===== config.mk =====
export PLATFORM = sky130hd
export DESIGN_NAME = wb_port_arbiter
export DESIGN_NICKNAME = d
export VERILOG_FILES = /design/src/rtl/wb_port_arbiter.sv
export SDC_FILE = /design/constraint.sdc
export NUM_CORES = 1
export LEC_CHECK = 0
export ABC_CLOCK_PERIOD_IN_PS = 5910
export BUFFER_PORTS_ARGS = -buffer_cell sky130_fd_sc_hd__buf_2
export CAP_MARGIN = 20
export CORE_UTILIZATION = 57
export CTS_BUF_LIST = sky130_fd_sc_hd__clkbuf_8 sky130_fd_sc_hd__clkbuf_16
export CTS_CLUSTER_DIAMETER = 150
export DETAILED_ROUTE_END_ITERATION = 8
export MAX_ROUTING_LAYER = met4
export PLACE_DENSITY_LB_ADDON = 0.15
export SLEW_MARGIN = 5
export SYNTH_ARGS = -nofsm -noshare
export SYNTH_HDL_FRONTEND = slang
export SYNTH_SLANG_ARGS = --single-unit
export TNS_END_PERCENT = 5

===== constraint.sdc =====
create_clock -name clk -period 5.91 [get_ports clk]
set_input_delay 1.773 -clock clk [delete_from_list [all_inputs] [get_ports clk]]
set_output_delay 1.773 -clock clk [all_outputs]
set_load 0.1 [all_outputs]

===== src/rtl/wb_port_arbiter.sv =====
// wb_port_arbiter: shares the scalar register-file write port between scalar WB and the vector scalar-result path.
// Optional `WB_ARB_STATS_EN adds saturating conflict_cnt and squash_cnt outputs.
module wb_port_arbiter #(
  parameter int DATA_W     = 36,
  parameter int ADDR_W     = 5,
  parameter int DEPTH      = 4,
  parameter int STARVE_MAX = 8
) (
  input  logic              clk,
  input  logic              rst,
  input  logic              s_we,
  input  logic [ADDR_W-1:0] s_wbr,
  input  logic [DATA_W-1:0] s_data,
  output logic              s_stall,
  input  logic              v_issue,
  output logic              v_issue_stall,
  input  logic              v_we,
  input  logic [ADDR_W-1:0] v_wbr,
  input  logic [DATA_W-1:0] v_data,
  output logic              rf_we,
  output logic [ADDR_W-1:0] rf_wbr,
  output logic [DATA_W-1:0] rf_data,
  output logic              err
`ifdef WB_ARB_STATS_EN
  ,
  output logic [15:0]       conflict_cnt,
  output logic [15:0]       squash_cnt
`endif
);
  localparam int PW = $clog2(DEPTH);
  localparam int CW = $clog2(DEPTH + 1);
  localparam int SW = $clog2(STARVE_MAX + 1);
  logic [ADDR_W-1:0] q_wbr [DEPTH];
  logic [DATA_W-1:0] q_data [DEPTH];
  logic [DEPTH-1:0]  q_vld, match, head_oh, tail_oh;
  logic [PW-1:0]     head, tail;
  logic [CW-1:0]     cnt, credits;
  logic [SW-1:0]     starve;
  logic              empty, full, force_pop, pop, take_s, bypass, v_hit, push, ovf, wr, inc, dec;
  always_comb begin
    empty         = cnt == '0;
    full          = cnt == CW'(DEPTH);
    force_pop     = !empty && starve == SW'(STARVE_MAX);
    pop           = !empty && (force_pop || !s_we);
    take_s        = s_we && !force_pop;
    bypass        = v_we && empty && !s_we;
    v_hit         = v_we && take_s && v_wbr == s_wbr;
    push          = v_we && !bypass && !v_hit;
    ovf           = push && full && !pop;
    wr            = push && !ovf;
    tail          = head + PW'(cnt);
    head_oh       = DEPTH'(1) << head;
    tail_oh       = DEPTH'(1) << tail;
    s_stall       = s_we && force_pop;
    v_issue_stall = ({1'b0, credits} + {1'b0, cnt}) >= (CW + 1)'(DEPTH);
    inc           = v_issue && !v_we && credits != CW'(DEPTH);
    dec           = v_we && !v_issue && credits != '0;
    match         = '0;
    for (int i = 0; i < DEPTH; i++) match[i] = take_s && q_vld[i] && q_wbr[i] == s_wbr;
  end
  always_ff @(posedge clk) begin
    if (wr) begin
      q_wbr[tail]  <= v_wbr;
      q_data[tail] <= v_data;
    end
  end
  // Clear before set so a pop and push sharing one slot (full FIFO) keeps the new entry.
  always_ff @(posedge clk or posedge rst) begin
    if (rst) begin
      q_vld   <= '0;
      head    <= '0;
      cnt     <= '0;
      starve  <= '0;
      credits <= '0;
      err     <= 1'b0;
      rf_we   <= 1'b0;
      rf_wbr  <= '0;
      rf_data <= '0;
    end else begin
      q_vld   <= (q_vld & ~match & ~(pop ? head_oh : '0)) | (wr ? tail_oh : '0);
      head    <= head + PW'(pop);
      cnt     <= cnt + CW'(wr) - CW'(pop);
      starve  <= (empty || pop) ? '0 : starve + SW'(1);
      credits <= credits + CW'(inc) - CW'(dec);
      err     <= err | ovf | (v_issue && v_issue_stall) | (v_we && credits == '0);
      rf_we   <= take_s || bypass || (pop && q_vld[head]);
      rf_wbr  <= take_s ? s_wbr : bypass ? v_wbr : q_wbr[head];
      rf_data <= take_s ? s_data : bypass ? v_data : q_data[head];
    end
  end
`ifdef WB_ARB_STATS_EN
  logic [16:0] sq_sum;
  always_comb begin
    sq_sum = {1'b0, squash_cnt} + 17'(v_hit);
    for (int i = 0; i < DEPTH; i++) sq_sum = sq_sum + 17'(match[i]);
  end
  always_ff @(posedge clk or posedge rst) begin
    if (rst) begin
      conflict_cnt <= '0;
      squash_cnt   <= '0;
    end else begin
      conflict_cnt <= conflict_cnt + 16'(s_we && v_we && conflict_cnt != '1);
      squash_cnt   <= sq_sum[16] ? '1 : sq_sum[15:0];
    end
  end
`endif
endmodule

# == After elaboration in Yosys (flattened, before gate mapping) ==
# Memories as Yosys holds them, arrays and structs flattened.
# Cells that the tools add are included.
# W data, S select, Z words.
# word_totals
out_inout_bits,45
memories,2
ff_bits,59
mem_bits_rw,164
wordCells,94
# memory_table
name,depth,word_bits,read_ports,rd_clocked_by_memory_dff,write_ports,line_no,source
q_data,4,36,1,0,1,34,logic [DATA_W-1:0] q_data [DEPTH];
q_wbr,4,5,5,0,1,33,logic [ADDR_W-1:0] q_wbr [DEPTH];
# classes
n_eq_ne,8
reduce_logical,44
n_bitwise,8
n_mux,11
n_shift,2
add_sub_neg,8
magnitude_cmp,2
# op_table
cell,count
$mux W36,2
$logic_and A1 B1 Y1,28
$eq A5 B5 Y1,5
$mux W4,3
$mux W5,2
$logic_not A1 Y1,9
$and A4 B4 Y4,2
$not A4 Y4,2
$shl A1 B2 Y4 const A,2
$add A3 B1 Y3,2
$logic_not A3 Y1,2
$sub A3 B1 Y3,2
$add A3 B3 Y4,1
$add A4 B1 Y4 const B,1
$eq A4 B4 Y1 const B,1
$ge A4 B3 Y1 const B,1
$logic_or A1 B1 Y1,4
$or A4 B4 Y4,1
$eq A3 B3 Y1 const B,1
$lt A2 B3 Y1 const B,1
$mux W1,3
$ne A3 B3 Y1 const B,1
$or A1 B1 Y1,3
$reduce_bool A3 Y1,1
other kinds (3),3

# == Depth between registers and ports, before layout ==
# Gate-level depths: netlist of run 1.
# logic_depth
ltp_word,15
ltp_mapped,13

# == Worst setup path after synthesis of run 1 ==
# OpenSTA, ideal clock, no wires.
# synth_path
path_type,input -> register
from,input port s_wbr[3]
to,"memory q_data[2][0], enable pin"
path_slack_ns,0.161
stages,5
path_buffers,1
setup_ns,0.490
t_arrival_ns,5.259
cell_sequence,buf_1 -> xnor2_1 -> nand4_2 -> nand4_4 -> nor3_1
# synth_between
elab_chain_len,10
# synth_lines
item,line_no,source
start: declaration,12,"input logic [ADDR_W-1:0] s_wbr,"
$eq A5 B5 Y1 (*),47,v_hit = v_we && take_s && v_wbr == s_wbr;
$logic_and A1 B1 Y1 (*),47,
$logic_not A1 Y1 (*),48,push = v_we && !bypass && !v_hit;
$logic_and A1 B1 Y1 (*),48,
$logic_and A1 B1 Y1 (2 in a row),49,ovf = push && full && !pop;
$logic_not A1 Y1,50,wr = push && !ovf;
$logic_and A1 B1 Y1 (*),50,
$mux W1 (*),62,if (wr) begin
$mux W1 (implied by the code) (*),64,q_data[tail] <= v_data;
end: declaration,34,
# Mark *: on every way between the ends. The rest lies on a longest branch, timed or not.

# == Final worst setup path of run 1 ==
# layout_path
from,input port s_we
to,output port s_stall
# layout_between
elab_chain_len,1
# layout_lines
item,line_no,source
start: declaration,11,"input logic s_we,"
$logic_and A1 B1 Y1,54,s_stall = s_we && force_pop;
end: declaration,14,"output logic s_stall,"
# No other way between the ends.

==> results of run 1 <==
[logic make-up (layout without fill, tap and decap cells)]
| family | Yosys count | after routing |
|---|---|---|
| flip-flops | 223 | 223 |
| multiplexers | 42 | 42 |
| other | 0 | 2 |
| adder cells (fa/ha/maj) | 11 | 11 |
| XOR/XNOR | 34 | 34 |
| AND/OR/NAND/NOR | 133 | 133 |
| buffers and inverters | 37 | 189 |
| AO/OA/AOI/OAI | 54 | 54 |
[area by class of cell]
type / count / area (um^2)
flip-flops and latches: 223 / 6410
fillers: 1064 / 4730
multi-input cells: 274 / 2400
repair buffers: 139 / 728
clock buffers: 27 / 631
well taps: 211 / 264
clock inverters: 13 / 52.6
inverters: 10 / 37.5
diodes: 2 / 5.00
[sequential cells by signal (all words and copies together) (netlist names), 2 cells and up]
register / count
q_data: 144
rf_data: 36
q_wbr: 20
rf_wbr: 5
q_vld: 4
starve: 4
cnt: 3
credits: 3
head: 2
[synth_stat cells, drive strengths merged]
cell      n
o21ai     5
edfxtp  164
ha        9
and3      1
nor2     65
xor2     16
nand2    40
mux4     42
nor4      2
inv      10
buf      20
a22oi    14
o21a      1
nand3     4
fa        2
clkbuf    7
o22ai    29
nand4     5
dfrtp    59
a221oi    1
nor3      7
nand3b    3
nand2b    2
o311ai    2
o31ai     1
xnor2    18
o21bai    1
or3       1
nor3b     3
[layer usage]
layer | up-vias | global-route usage [%] | wire length, um | part of all wire (%)
met5 | - | - | 0 | 0
met4 | 0 | 6.09 | 277 | 1.6
met3 | 23 | 3.39 | 854 | 4.9
met2 | 151 | 38.7 | 8790 | 51
met1 | 2548 | 30.4 | 7400 | 43
li1 | 2305 | - | - | -
[stage by stage]
stage	hold WS [ns]	instance area (um^2)	total power [mW]	utilization, %	setup WS, ns
final	0.485	10500	6.41	69.0	1.54
after global routing	0.510	10500	6.72	69.0	1.44
after CTS	0.491	10500	6.49	69.0	1.53
after detailed placement	0.473	9840	5.20	64.5	1.54
after global placement	0.467	9840	5.12	64.5	1.54
after floorplan	0.452	8950	4.61	-	0.161
[worst register-to-register path, delay by kind of cell, from the launching register on]
family        cells  cell delay [ns]
flops             1             1.04
simple gates      2             0.69
xor+xnor          2             0.52
buf+inv           1             0.46
fa+ha+maj         1             0.30
[power groups by stage]
stage / Combinational (mW) / Clock (mW) / Sequential (mW)
floorplan: 1.17 / 0 / 3.44
global route: 2.62 / 1.37 / 2.73
finish: 2.46 / 1.28 / 2.67
global placement: 2.45 / 0 / 2.67
CTS: 2.50 / 1.30 / 2.68
detailed placement: 2.49 / 0 / 2.71
[worst max-delay path by stage]
stage / start / endpoint / slack (ns) / depth (start not counted)
6_report: s_we / s_stall / 1.54 / 3
3_3_place_gp: s_we / s_stall / 1.54 / 3
2_1_floorplan: s_wbr[3] / q_data[2][0]$_DFFE_PP_ / 0.16 / 5
4_1_cts: s_we / s_stall / 1.53 / 3
3_5_place_dp: s_we / s_stall / 1.54 / 3
5_1_grt: s_we / s_stall / 1.44 / 3
==> qor.txt, run 1 <==
Antenna-violating nets left = 0
Worst Reg2Reg Path Length in Cells = 6
XOR/XNOR share of the synthesized area = 3.33%
Power Density = 609 nW/um^2
Die footprint = 16200 um^2
Clock root cell = clkbuf_16
Critical Path Sink Type = output port
Area growth syn-to-layout = 17.6%
Fin. max-slew vios = 0
Longest Clk Path Bufs = 3
# DRC = 0
Post-CTS Setup Bufs = 0
Type of origin of the critical path = input port
Die width = 127 um
Post-synthesis mux area share = 10.6%
Worst Setup Path Type = in2out
Placed cell count = 857
Launching point of the worst reg2reg path = head[0]$_DFF_PP0_
Gr usage total = 23.2%
Critical path data required time = 4.14 ns
Clock power frac = 20.0%
CP cell instances = buf_2 -> nor3b_1 -> buf_2
Yosys Warn Count = 0
Switching share of power = 39.8%
PostCTS Resize Cnt = 0
Iter 0 DRT Violations = 293
Peak Freq = 0.229 GHz
CP arrival = 2.60 ns
Slew at the pin with the worst max-slew slack = 0.920 ns
Via/cell ratio = 5.59
Worst Hold Class = reg2reg
Area fraction of the dominant cell type after synthesis = 55.0%
CTS tree = done
Worst-path clk slew = 0.06 ns
Synth Area in Compound Gates = 4.03%
CTS Sinks = 223
Placer Congestion = 0.789
First-pass GRT wire length = 27300 um
Cells after Synth = 534
Synth area leaders = edfxtp_1 (55%), dfrtp_1 (16%), mux4_2 (11%)
Syn avg cell area = 16.8 um^2
H-tree lvl count = 1
Relative slew margins = 38.7%
Tmin final = 4.37 ns
RSZ-0062 raised after global routing = no
CTS Buf Count = 22
Initial core utilization = 58.7%
Vias post-DR = 5027
DRT Pass-1 Iters = 5
Netlist Area Pre-Place = 8950 um^2
Yosys top cell by area = edfxtp_1
# IOs = 132
Dpl hpwl = 10800 um
LEAKAGE = 4.00 nW
Count of distinct cell types in the synthesized netlist = 40
Critical path's largest stage delay = 0.45 ns
Worst Path Max Fanout = 8
WHS Endpoint = err$_DFF_PP0_
Core Rows = 45
Net Count, Synth = 632
Adder-Cell Fraction of Synth Area = 1.71%
Commonest non-fill, non-tap cell in the layout = edfxtp_1
Crit-path slowest cell = buf_2
Post-synthesis sequential area ratio = 71.5%
CP most frequent cell = buf_2
Largest net degree at the start of global routing = 48
DRT Wirelength = 17300 um
Vias in the first global route = 5191
Flop2flop setup slack = 2.57 ns
Worst R2R End = q_data[1][34]$_DFFE_PP_
Worst path buffer plus inverter count = 2
Power share of the combinational group = 38.4%
Share of layout cells above drive strength 1 = 33.1%
TNS Setup = 0 ns
Largest family of logic cells by synthesized area = multiplexers
Period utilization = 74.0%
Commonest cells after routing, fill and taps aside = edfxtp_1 (164), buf_2 (131), nor2_1 (61)
Fin nets = 768
Int Pwr = 3.86 mW
Max-cap violations = 0
Worst Clk Skew = 0.0108 ns
Setup violators final = 0
Simple-gate share of the synthesized area = 6.86%
Status = completed
Worst hold path cell count = 2
IO Port Bufs = 131
#FFs+latches synth = 223
Fin cells = 899
Hold path start = err$_DFF_PP0_
Core box area = 15300 um^2
Gr ovfl total = 0
Avg WL per Cell = 19.3 um
Maximum vdd drop = 374 uV
Psw = 2.55 mW
Die height = 127 um
Crit-path leading delay family = buffers and inverters
Initial antenna violation count = 2
Seq pwr share = 41.6%
Clk_lat worst skew = 0.49 ns
Endpoints failing hold = 0
Cts-stage hold buffer count = 0
Note: power is estimated with default switching activity, not from simulation.
==> run 2, diff against run 1 <==
ABC_CLOCK_PERIOD_IN_PS = 4160   (was 5910)
clock period = 4.16 ns   (was 5.91 ns; I/O delays follow)
==> qor.txt, run 2 (synthesized netlist as in run 1, its figures left out) <==
IO Port Bufs = 131 (unchanged)
Critical path's largest stage delay = 0.45 ns (about the same)
Relative slew margins = 40.7% (+2.0 points)
Clock root cell = clkbuf_16
Gr ovfl total = 0 (unchanged)
Status = completed
Avg WL per Cell = 20.0 um (+3.6%)
Fin nets = 775 (+0.91%)
CTS Buf Count = 23 (+4.5%)
Commonest cells after routing, fill and taps aside = edfxtp_1 (164), buf_2 (131), nor2_1 (61)
Clock power frac = 22.3% (+2.3 points)
Endpoints failing hold = 0 (unchanged)
Area growth syn-to-layout = 19.1%
CP most frequent cell = buf_2
Largest registers = q_data: 144 flops, rf_data: 36 flops, q_wbr: 20 flops
Cts-stage hold buffer count = 0 (unchanged)
Seq pwr share = 38.8% (-2.8 points)
Fin. max-slew vios = 0 (unchanged)
Worst Hold Class = reg2reg
Die footprint = 16200 um^2 (unchanged)
Pre-CTS setup slack = 0.834 ns (-0.707 ns)
Placed cell count = 863 (+0.70%)
Dpl hpwl = 10600 um (-1.3%)
Crit-path slowest cell = buf_2
Power Density = 885 nW/um^2 (+45%)
Area occupied by multi-input gates = 2410 um^2 (+0.26%)
# IOs = 132 (unchanged)
DRT Wirelength = 18100 um (+4.3%)
Worst-path clk slew = 0.06 ns (about the same)
Post-CTS Setup Bufs = 0 (unchanged)
Worst Clk Skew = 0.0104 ns (-0.000392 ns)
DRT Pass-1 Iters = 5 (unchanged)
Final instance area = 10700 um^2 (+1.3%)
Maximum vdd drop = 496 uV (+33%)
CTS Sinks = 223 (unchanged)
Reg area = 6410 um^2 (unchanged)
Worst Setup Path Type = in2out
RSZ-0062 raised after global routing = no
Vias post-DR = 5131 (+2.1%)
TNS Setup = 0 ns (unchanged)
Critical path data required time = 2.91 ns (-1.23 ns)
Fillcell total = 991 (-6.9%)
Most flops, register = q_data
Commonest non-fill, non-tap cell in the layout = edfxtp_1
Overall Power = 9.44 mW (+47%)
Vias in the first global route = 5249 (+1.1%)
CTS tree = done
Initial core utilization = 58.7% (unchanged)
Core Rows = 45 (unchanged)
Share of layout cells above drive strength 1 = 34.8% (+1.7 points)
Antenna-violating nets left = 0 (unchanged)
Peak Freq = 0.301 GHz
Critical Path Sink Type = output port
Setup violators final = 0 (unchanged)
Die height = 127 um (unchanged)
Largest net degree at the start of global routing = 60 (+25%)
Final WS setup = 0.833 ns (-0.702 ns)
Iter 0 DRT Violations = 337 (+15%)
CP arrival = 2.08 ns (-0.52 ns)
Fin cells = 905 (+0.67%)
Worst Path Max Fanout = 8 (unchanged)
Tmin final = 3.33 ns
Hold slack = 0.497 ns (+0.0117 ns)
Largest register FFs = 144 (unchanged)
Longest Clk Path Bufs = 3 (unchanged)
CP cell instances = buf_2 -> nor3b_1 -> buf_2
Die width = 127 um (unchanged)
Period utilization = 80.0%
Placer Congestion = 0.860 (+9.0%)
Int Pwr = 5.73 mW (+48%)
PostCTS Resize Cnt = 0 (unchanged)
Via/cell ratio = 5.67 (+1.4%)
Util after Layout = 69.9% (+0.91 points)
Core box area = 15300 um^2 (unchanged)
Max-cap violations = 0 (unchanged)
Power share of the combinational group = 38.9% (+0.5 points)
# DRC = 0 (unchanged)
Switching share of power = 39.3% (-0.46 points)
Initial antenna violation count = 1 (-1)
Type of origin of the critical path = input port
Placed Area = 9880 um^2 (+0.39%)
Psw = 3.71 mW (+45%)
Slew at the pin with the worst max-slew slack = 0.889 ns (-0.0305 ns)
Gr usage total = 24.4% (+1.2 points)
First-pass GRT wire length = 28800 um (+5.3%)
H-tree lvl count = 1 (unchanged)
Clk_lat worst skew = 0.50 ns (about the same)
LEAKAGE = 4.05 nW (+1.3%)
[run 2: cell types whose count changed in the layout (fill, tap and decap cells not counted), moves of 2 or more]
| cell | delta |
|---|---|
| clkbuf_8 | -2 |
| bufinv_16 | +4 |
| inv_1 | -8 |
| clkinv_2 | +4 |
| buf_4 | +7 |
[run 2: final timing paths]
path,slack [ns],start,end,depth (start not counted)
max in group asynchronous,2.53,rst,head[0]$_DFF_PP0_,3
worst min register to register,0.50,starve[0]$_DFF_PP0_,starve[0]$_DFF_PP0_,1
worst max register to register,1.55,starve[0]$_DFF_PP0_,cnt[2]$_DFF_PP0_,12
worst min-delay path,0.50,starve[0]$_DFF_PP0_,starve[0]$_DFF_PP0_,1
min in group asynchronous,1.00,rst,rf_data[20]$_DFF_PP0_,3
worst max-delay path,0.83,s_we,s_stall,3
[run 2: power groups by stage]
stage	clock [mW]	sequential, mW	combinational, mW
after floorplan	0	4.87	1.67
after global placement	0	3.66	3.68
after detailed placement	0	3.71	3.71
after CTS	2.14	3.67	3.73
after global routing	2.23	3.74	3.93
final	2.11	3.66	3.67
[run 2: layout make-up]
class                           instances  area share [%]
Clock buffer                           25            5.65
Tap cell                              211            2.48
Inverter                               10           0.352
Timing Repair Buffer                  145            7.13
Multi-Input combinational cell        274            22.6
Antenna cell                            1          0.0235
Sequential cell                       223            60.1
Clock inverter                         16            1.71
[run 2: critical path, delay by kind of cell]
kind	cells	cell delay, ns
and+or+nand+nor	1	0.20
buffers and inverters	2	0.63
[run 2: per-layer routing]
metal | global-route usage [%] | wire length [um]
met4 | 5.88 | 293
met3 | 3.52 | 964
met2 | 39.9 | 9080
met1 | 33.0 | 7740
met5 | - | 0
